`src/rtl/vga_mode_sequencer.sv`:
```
// rtl/vga_mode_sequencer.sv - video mode change sequencer for the VGA pixel-clock generator
module vga_mode_sequencer #(
    parameter int NUM_MODES      = 4,
    parameter int DEFAULT_MODE   = 1,
    parameter int DRAIN_CYCLES   = 64,
    parameter int PLL_RST_CYCLES = 16,
    parameter int LOCK_TIMEOUT   = 65535,
    parameter int SETTLE_CYCLES  = 256,
    parameter int MAX_RETRIES    = 3
) (
    input  logic       clk_33,
    input  logic       reset_n,
    input  logic       req_valid,
    input  logic [2:0] req_mode,
    output logic       req_ready,
    input  logic       pll_locked,
    output logic       pll_rst,
    output logic [2:0] mode_sel,
    output logic       video_rst_n,
    output logic       busy,
    output logic       bad_mode,
    output logic       err
);

    localparam logic [2:0] S_IDLE      = 3'd0;
    localparam logic [2:0] S_RUN       = 3'd1;
    localparam logic [2:0] S_DRAIN     = 3'd2;
    localparam logic [2:0] S_PLL_RST   = 3'd3;
    localparam logic [2:0] S_WAIT_LOCK = 3'd4;
    localparam logic [2:0] S_SETTLE    = 3'd5;
    localparam logic [2:0] S_ERROR     = 3'd6;

    localparam int MAX_A   = (DRAIN_CYCLES > PLL_RST_CYCLES) ? DRAIN_CYCLES : PLL_RST_CYCLES;
    localparam int MAX_B   = (LOCK_TIMEOUT > SETTLE_CYCLES) ? LOCK_TIMEOUT : SETTLE_CYCLES;
    localparam int CNT_MAX = (MAX_A > MAX_B) ? MAX_A : MAX_B;
    localparam int CW      = $clog2(CNT_MAX + 1);
    localparam int RW      = $clog2(MAX_RETRIES + 1);

    // Down-counters load "length - 1" and the state exits on the cycle they read zero.
    localparam logic [CW-1:0] DRAIN_LOAD = CW'(DRAIN_CYCLES - 1);
    localparam logic [CW-1:0] PLL_LOAD   = CW'(PLL_RST_CYCLES - 1);
    localparam logic [CW-1:0] LOCK_LOAD  = CW'(LOCK_TIMEOUT - 1);
    // The WAIT_LOCK cycle that first sees lock counts as the first locked cycle.
    localparam logic [CW-1:0] SETTLE_LOAD = CW'((SETTLE_CYCLES > 1) ? SETTLE_CYCLES - 2 : 0);

    localparam logic [RW-1:0] RETRY_LIMIT  = RW'(MAX_RETRIES);
    localparam logic [2:0]    MODE_MAX     = 3'(NUM_MODES);
    localparam logic [2:0]    MODE_DEFAULT = 3'(DEFAULT_MODE);

    logic [2:0]    state, state_nx;
    logic [CW-1:0] cnt, cnt_nx;
    logic [2:0]    target, target_nx;
    logic [2:0]    mode_sel_nx;
    logic [RW-1:0] retry, retry_nx, retry_inc;
    logic          bad_mode_nx;
    logic          fail;
    logic          lock_meta, lock_sync;
    logic          req_fire, req_legal;

    assign req_fire  = req_valid && req_ready;
    assign req_legal = (req_mode != 3'd0) && (req_mode <= MODE_MAX);
    assign retry_inc = retry + RW'(1);

    // Two-flop synchroniser for the asynchronous converter lock.
    always_ff @(posedge clk_33) begin
        if (!reset_n) begin
            lock_meta <= 1'b0;
            lock_sync <= 1'b0;
        end else begin
            lock_meta <= pll_locked;
            lock_sync <= lock_meta;
        end
    end

    // Next-state, counter, target and retry decisions.
    always_comb begin
        state_nx    = state;
        cnt_nx      = cnt;
        target_nx   = target;
        retry_nx    = retry;
        mode_sel_nx = mode_sel;
        bad_mode_nx = 1'b0;
        fail        = 1'b0;
        case (state)
            S_IDLE, S_RUN: begin
                if (req_fire && !req_legal) begin
                    bad_mode_nx = 1'b1;
                end
                if (req_fire) begin
                    retry_nx = '0;
                end
                if (req_fire && req_legal && (req_mode != mode_sel)) begin
                    state_nx  = S_DRAIN;
                    cnt_nx    = DRAIN_LOAD;
                    target_nx = req_mode;
                end else if (!lock_sync) begin
                    // Lock lost while running: relock the current mode unprompted.
                    state_nx  = S_DRAIN;
                    cnt_nx    = DRAIN_LOAD;
                    target_nx = mode_sel;
                    retry_nx  = '0;
                end
            end
            S_DRAIN: begin
                if (cnt == '0) begin
                    state_nx    = S_PLL_RST;
                    cnt_nx      = PLL_LOAD;
                    mode_sel_nx = target;
                end else begin
                    cnt_nx = cnt - CW'(1);
                end
            end
            S_PLL_RST: begin
                if (cnt == '0) begin
                    state_nx = S_WAIT_LOCK;
                    cnt_nx   = LOCK_LOAD;
                end else begin
                    cnt_nx = cnt - CW'(1);
                end
            end
            S_WAIT_LOCK: begin
                if (lock_sync) begin
                    state_nx = S_SETTLE;
                    cnt_nx   = SETTLE_LOAD;
                end else if (cnt == '0) begin
                    fail = 1'b1;
                end else begin
                    cnt_nx = cnt - CW'(1);
                end
            end
            S_SETTLE: begin
                if (!lock_sync) begin
                    fail = 1'b1;
                end else if (cnt == '0) begin
                    state_nx = S_RUN;
                    retry_nx = '0;
                end else begin
                    cnt_nx = cnt - CW'(1);
                end
            end
            S_ERROR: begin
                if (req_fire) begin
                    retry_nx = '0;
                    if (req_legal) begin
                        state_nx  = S_DRAIN;
                        cnt_nx    = DRAIN_LOAD;
                        target_nx = req_mode;
                    end else begin
                        bad_mode_nx = 1'b1;
                    end
                end
            end
            default: begin
                state_nx = S_PLL_RST;
                cnt_nx   = PLL_LOAD;
            end
        endcase
        // A failed attempt retries the same target until the retry budget is spent.
        if (fail) begin
            retry_nx = retry_inc;
            if (retry_inc < RETRY_LIMIT) begin
                state_nx    = S_PLL_RST;
                cnt_nx      = PLL_LOAD;
                mode_sel_nx = target;
            end else begin
                state_nx = S_ERROR;
            end
        end
    end

    // State registers; every output is decoded from the next state so it is registered.
    always_ff @(posedge clk_33) begin
        if (!reset_n) begin
            state       <= S_PLL_RST;
            cnt         <= PLL_LOAD;
            target      <= MODE_DEFAULT;
            retry       <= '0;
            mode_sel    <= MODE_DEFAULT;
            pll_rst     <= 1'b1;
            video_rst_n <= 1'b0;
            busy        <= 1'b1;
            req_ready   <= 1'b0;
            bad_mode    <= 1'b0;
            err         <= 1'b0;
        end else begin
            state       <= state_nx;
            cnt         <= cnt_nx;
            target      <= target_nx;
            retry       <= retry_nx;
            mode_sel    <= mode_sel_nx;
            pll_rst     <= (state_nx == S_PLL_RST);
            video_rst_n <= (state_nx == S_RUN) || (state_nx == S_IDLE);
            busy        <= !((state_nx == S_RUN) || (state_nx == S_IDLE) || (state_nx == S_ERROR));
            req_ready   <= (state_nx == S_RUN) || (state_nx == S_IDLE) || (state_nx == S_ERROR);
            bad_mode    <= bad_mode_nx;
            err         <= (state_nx == S_ERROR);
        end
    end

endmodule

```
`config.mk`:
```
export PLATFORM = sky130hd
export DESIGN_NAME = vga_mode_sequencer
export DESIGN_NICKNAME = d
export VERILOG_FILES = /design/src/rtl/vga_mode_sequencer.sv
export SDC_FILE = /design/constraint.sdc
export NUM_CORES = 1
export LEC_CHECK = 0
export CORE_ASPECT_RATIO = 1.2
export CORE_MARGIN = 8
export CORE_UTILIZATION = 45
export CTS_BUF_LIST = sky130_fd_sc_hd__clkbuf_16
export DETAILED_ROUTE_END_ITERATION = 12
export GPL_TIMING_DRIVEN = 0
export PLACE_DENSITY_LB_ADDON = 0.08
export SLEW_MARGIN = 20
export SYNTH_ARGS = -nofsm -noshare
export SYNTH_HDL_FRONTEND = slang
export SYNTH_SLANG_ARGS = --single-unit
```
`constraint.sdc`:
```
create_clock -name clk_33 -period 5.7 [get_ports clk_33]
set_input_delay 0.855 -clock clk_33 [delete_from_list [all_inputs] [get_ports clk_33]]
set_output_delay 0.855 -clock clk_33 [all_outputs]
set_load 0.01 [all_outputs]
```
## Yosys cells after proc, flatten, opt, wreduce, memory -nomap -nowiden

Cells that the tools add are included.

- Add/subtract/negate cells: 2
- Eq/ne operators: 15
- Muxes and demuxes: 48
- $lt $le $gt $ge: 2
- Reduce and logical (&&, ||, !) cells: 18

Operator list:

| operator | number |
|---|---|
| 2-to-1 mux 16 bit | 11 |
| one-hot mux 16 bit (6 select lines) | 1 |
| 2-to-1 mux 3 bit | 19 |
| one-hot mux 3 bit (6 select lines) | 1 |
| logical NOT 16 bit | 1 |
| subtractor 16 x 1 -> 16 bit, second input constant | 1 |
| equality test 3 bit, second input constant | 4 |
| 2-to-1 mux 2 bit | 6 |
| equality test 3 x 2 -> 1 bit, second input constant | 3 |
| inequality test 3 bit, second input constant | 3 |
| equality test 3 x 1 -> 1 bit, second input constant | 2 |
| logical NOT 3 bit | 2 |
| 2-to-1 mux 1 bit | 6 |
| one-hot mux 2 bit (3 select lines) | 1 |
| one-hot mux 3 bit (2 select lines) | 1 |
| logical AND 1 bit | 5 |
| inequality test 2 bit, second input constant | 2 |
| one-hot mux 1 bit (2 select lines) | 2 |
| AND reduction 4 bit | 1 |
| nonzero test 4 bit | 1 |
| less-or-equal comparator 3 bit, second input constant | 1 |
| inequality test 3 bit | 1 |
| AND reduction 3 bit | 1 |
| nonzero test 3 bit | 1 |
| 6 further kinds | 8 |

- Output and inout port bits: 9
- Input bits: 7
- Flip-flop bits (word level): 35
- Logic and storage cells: 98

## Depth between registers and ports, before layout

- Depth in word-level cells: 11
- Gate-level depth with buffers: 12
- Depth with buffers taken out: 11

## Least setup slack after synthesis

No wires, ideal clock.

- Kind: input to register
- From: in req_mode[0]
- To: reg cnt[2]
- Cell stages on the path: 7
- Setup slack: 3.200 ns
- Path buffers: 1
- Setup time: 0.120 ns
- Arrival time: 2.380 ns
- Data required time: 5.580 ns
- Path through: or3_1 -> and3_1 -> clkbuf_1 -> a21oi_2 -> o31ai_2 -> a211o_1 -> a211o_1

- Word-level cells in the longest chain between the ends: 8
- Elaborated cells between the ends (all ways): 12
- Those cells by class: 1 x order compare; 1 x eq/ne; 6 x mux; 4 x reduce/logical

Ends and longest elaborated chain:

| element | RTL line | source |
|---|---|---|
| start, declared | 14 | `input logic [2:0] req_mode,` |
| less-or-equal comparator 3 bit or nonzero test 3 bit (tied branches) | 61 | `assign req_legal = (req_mode != 3'd0) && (req_mode <= MODE_MAX);` |
| logical AND 1 bit | 61 |  |
| logical AND 1 bit (2 in series) | 92 | `if (req_fire && req_legal && (req_mode != mode_sel)) begin` |
| 2-to-1 mux 16 bit | 92 |  |
| one-hot mux 16 bit (6 select lines) (*) | 84 | `case (state)` |
| 2-to-1 mux 16 bit | 161 | `if (retry_inc < RETRY_LIMIT) begin` |
| 2-to-1 mux 16 bit (*) | 159 | `if (fail) begin` |
| end signal, assigned | 187 | `cnt <= cnt_nx;` |
| end, declared | 51 | `logic [CW-1:0] cnt, cnt_nx;` |

Every way passes the cells marked *; elsewhere a longest branch is shown, timed or not.
A chain may end at the register's enable or synchronous reset.

## Final worst setup path

- From: in req_mode[0]
- To: reg cnt[0]

The elaborated chain is that of the path after synthesis.

==> key figures <==
Clock network
  • Root Buffer: clkbuf_16
  • H-Tree Level Count: 2
  • Worst-path clk slew: ~0.05 ns
  • Post-CTS Resized: 0
  • TritonCTS clock tree: done
  • CTS Buf Count: 5
  • CTS Sinks: 35
  • Clock latency on the worst-skew pair: around 0.29 ns
  • Total setup buffers inserted after CTS: 0
  • Clock Path Buffers: 2
  • Post-CTS Hold Buffers: 0

Layout
  • Commonest non-fill, non-tap cells in the layout: 35 x dfxtp_1, 24 x nand2_1, 23 x nor2_1, 15 x o21ai_0, 14 x clkdlybuf4s50_1
  • Most common cell after layout, fill and taps aside: dfxtp_1
  • Layout cells sized above 1: about 7.4%
  • NumNets Final: 319
  • Diode count: 0
  • Final Instance Area: approximately 2600 sq um
  • Area growth syn-to-layout: 15.4%

Power
  • VDD IR-drop max: ~140 uV
  • LEAKAGE: just under 1 nW
  • Power Density: ~200 nW/um^2

Global routing
  • GRT Total Usage: ~18%
  • Pin count of the biggest net entering global routing: 12
  • Antenna violations before repair: 0
  • First-pass GRT wire length: around 11000 um
  • Vias in the first global route: around 2300
  • Grt total ovfl: 0

Worst setup path
  • Nature of the critical path startpoint: primary input
  • R2R cell count: 12
  • RR Endpoint: cnt[0]$_SDFF_PN1_
  • Critical path's slowest cell: o31ai_2
  • CP arrival: between 3 and 4 ns
  • Setup slack, reg-to-reg: roughly 2.9 ns
  • Crit Path Category: primary input to register
  • R2R Path Start: cnt[0]$_SDFF_PN1_
  • Worst-path maximum fanout: 10
  • Worst-path cell chain: clkdlybuf4s50_1 > o21ai_0 > and3_1 > clkbuf_1 > a21oi_2 > o31ai_2 > o21ai_0 > o2111ai_1
  • WP data required: 5.90 ns
  • Crit path largest cell delay: 0.65 ns
  • Critical Path End Type: register
  • CP most frequent cell: o21ai_0
  • CP startpoint: req_mode[0]

STA
  • Fin crit period: between 2 and 3 ns
  • Final Hold Viols: 0
  • Setup_tns: 0 ns
  • Relative slew slack: between 40% and 50%
  • Setup-failing EPs final: 0
  • Clock Skew: between 0.009 and 0.01 ns
  • RSZ-0062 raised after global routing: no
  • Tightest Pin Transition: between 0.7 and 0.8 ns
  • Max-slew violation count: 0
  • Fmax: 0.335 GHz
  • Tcrit/Tclk final: a little over half

Detailed routing
  • Initial DRC Count: between 100 and 150
  • Drt pass-1 iters: 4
  • Per-cell routed wire length: between 15 and 20 um
  • DR vias: 2291
  • Antenna Nets Post-Route: 0
  • Final wirelength: approximately 6500 um
  • Post-route DRC: 0
  • Via-per-instance ratio: 6.21

Floorplan
  • Chip height: 94.1 um
  • Die area: 7620 sq um
  • Core ar.: around 4900 sq um
  • Row Count: 28
  • Die width: around 81 um
  • Initial core utilization: a little under half
  • Io pins: 16

Min path
  • Worst Hold Depth: 1
  • Type of the tightest min-delay check: register to register
  • Hold wc startpoint: lock_meta$_SDFF_PN0_
  • Hold EP: lock_sync$_SDFF_PN0_

Placement
  • I/O Buffers: 14
  • DP Area: around 2500 sq um
  • Dpl hpwl: between 4000 and 5000 um
  • RePlAce Congestion: slightly below 0.9

Flow run
  • Max-Cap Viols: 0

Synth
  • Yosys reg bits: 35
  • Share of the synthesized area in the top cell type: 30.7%
  • Avg Cell Area, Syn: around 8.0 sq um
  • Yosys warning total: 0
  • Post-Synthesis Cells: 287
  • Syn Nets: a little under 300
  • Synth area leader: dfxtp_1
  • Post-synth cell types: 65
  • Prevailing post-synth register cell: dfxtp_1
  • Sequential share of the synthesized area: a little under a third
  • Cell Area, Synth: 2280 sq um
  • Async SR Flop Fraction: 0%
  • Largest cells by area after synthesis: dfxtp_1 31%, nand2_1 3.9%, nor2_1 3.8%, o21ai_0 3.3%, a21oi_1 2.8%
  • Number of synthesized flops with an enable pin: 0

Status
  • Outcome: completed
## logic make-up (layout without fill, tap and decap cells)
group	after synthesis	after routing	synth area share (%)
AND/OR/NAND/NOR	114	114	26.7
AO/OA/AOI/OAI	95	95	30.1
flip-flops	35	35	30.7
buffers and inverters	26	48	5.04
XOR/XNOR	8	8	3.07
multiplexers	5	5	2.25
adder cells (fa/ha/maj)	4	4	2.19
## routing by layer
layer,global-route usage [%],wire (um),vias to the layer above
met5,0,0,-
met4,9.70,239,0
met3,4.31,372,17
met2,29.7,3130,75
met1,20.3,2780,1068
li1,-,-,1131
## registers in the layout, summed over array words and instances, names as in the netlist
name,flops
cnt,16
lock_sync,1
mode_sel,3
err,1
req_ready,1
bad_mode,1
retry,2
pll_rst,1
state,3
lock_meta,1
target,3
busy,1
video_rst_n,1
## Yosys cell counts, types with 2 or more instances
library cell,instances
and3_1,3
a22o_1,2
clkbuf_1,11
o31ai_2,2
nor3_1,13
o21ai_1,6
o22ai_1,3
nor2_1,23
o21ai_0,15
nor3b_1,3
nand2b_1,6
mux2i_1,4
xnor2_1,6
o211ai_1,8
and2_1,5
o211a_1,2
nand3_1,12
a21o_1,3
a211o_1,3
or3_1,5
nand2_1,24
a21oi_1,13
ha_1,4
a32o_1,3
a31oi_1,7
xor2_1,2
buf_2,2
dfxtp_1,35
a211oi_1,3
o2111ai_1,2
a221oi_1,3
a222oi_1,2
nand4_1,2
inv_1,10
o31ai_1,2
nor2b_1,7
o31a_1,2
buf_6,2
## worst max-delay path: cells and delay by family
kind,cells,cell delay (ns)
buf+inv,2,0.70
simple gates,1,0.19
compound gates,5,1.44
## final cells by class
type	count	area [sq um]
plain buffers	15	73.8
clock buffers	5	125
clock inverters	3	11.3
fillers	504	2270
inverters	11	41.3
multi-input cells	226	1470
flip-flops and latches	35	701
well taps	60	75.1
repair buffers	14	140
## metrics by stage
stage / utilization [%] / setup slack, ns / instances / total power, W / hold slack (ns)
after floorplan: - / 3.20 / 287 / 0.000272 / 0.412
after global placement: 51.0 / 2.46 / 361 / 0.000283 / 0.417
after detailed placement: 51.0 / 2.45 / 361 / 0.000283 / 0.427
after CTS: 53.8 / 2.73 / 369 / 0.000543 / 0.444
after global routing: 53.8 / 2.52 / 369 / 0.000555 / 0.461
final: 53.8 / 2.72 / 369 / 0.000539 / 0.438
## worst max path at each step
stage	to	slack (ns)	depth (start not counted)
floorplan	cnt[2]$_SDFF_PN1_	3.20	7
global placement	target[0]$_SDFFE_PN1P_	2.46	8
detailed placement	target[0]$_SDFFE_PN1P_	2.45	8
CTS	target[0]$_SDFFE_PN1P_	2.73	8
global route	target[0]$_SDFFE_PN1P_	2.52	8
finish	cnt[0]$_SDFF_PN1_	2.72	8
## where the power goes
group | internal (W) | leakage [nW] | switching [W]
clock network | 0.000157 | 0.0701 | 0.000103
logic | 0.0000113 | 0.621 | 0.0000157
registers | 0.000247 | 0.283 | 0.00000391
total | 0.000416 | 0.975 | 0.000123
Power figures use the tool's default switching activity.
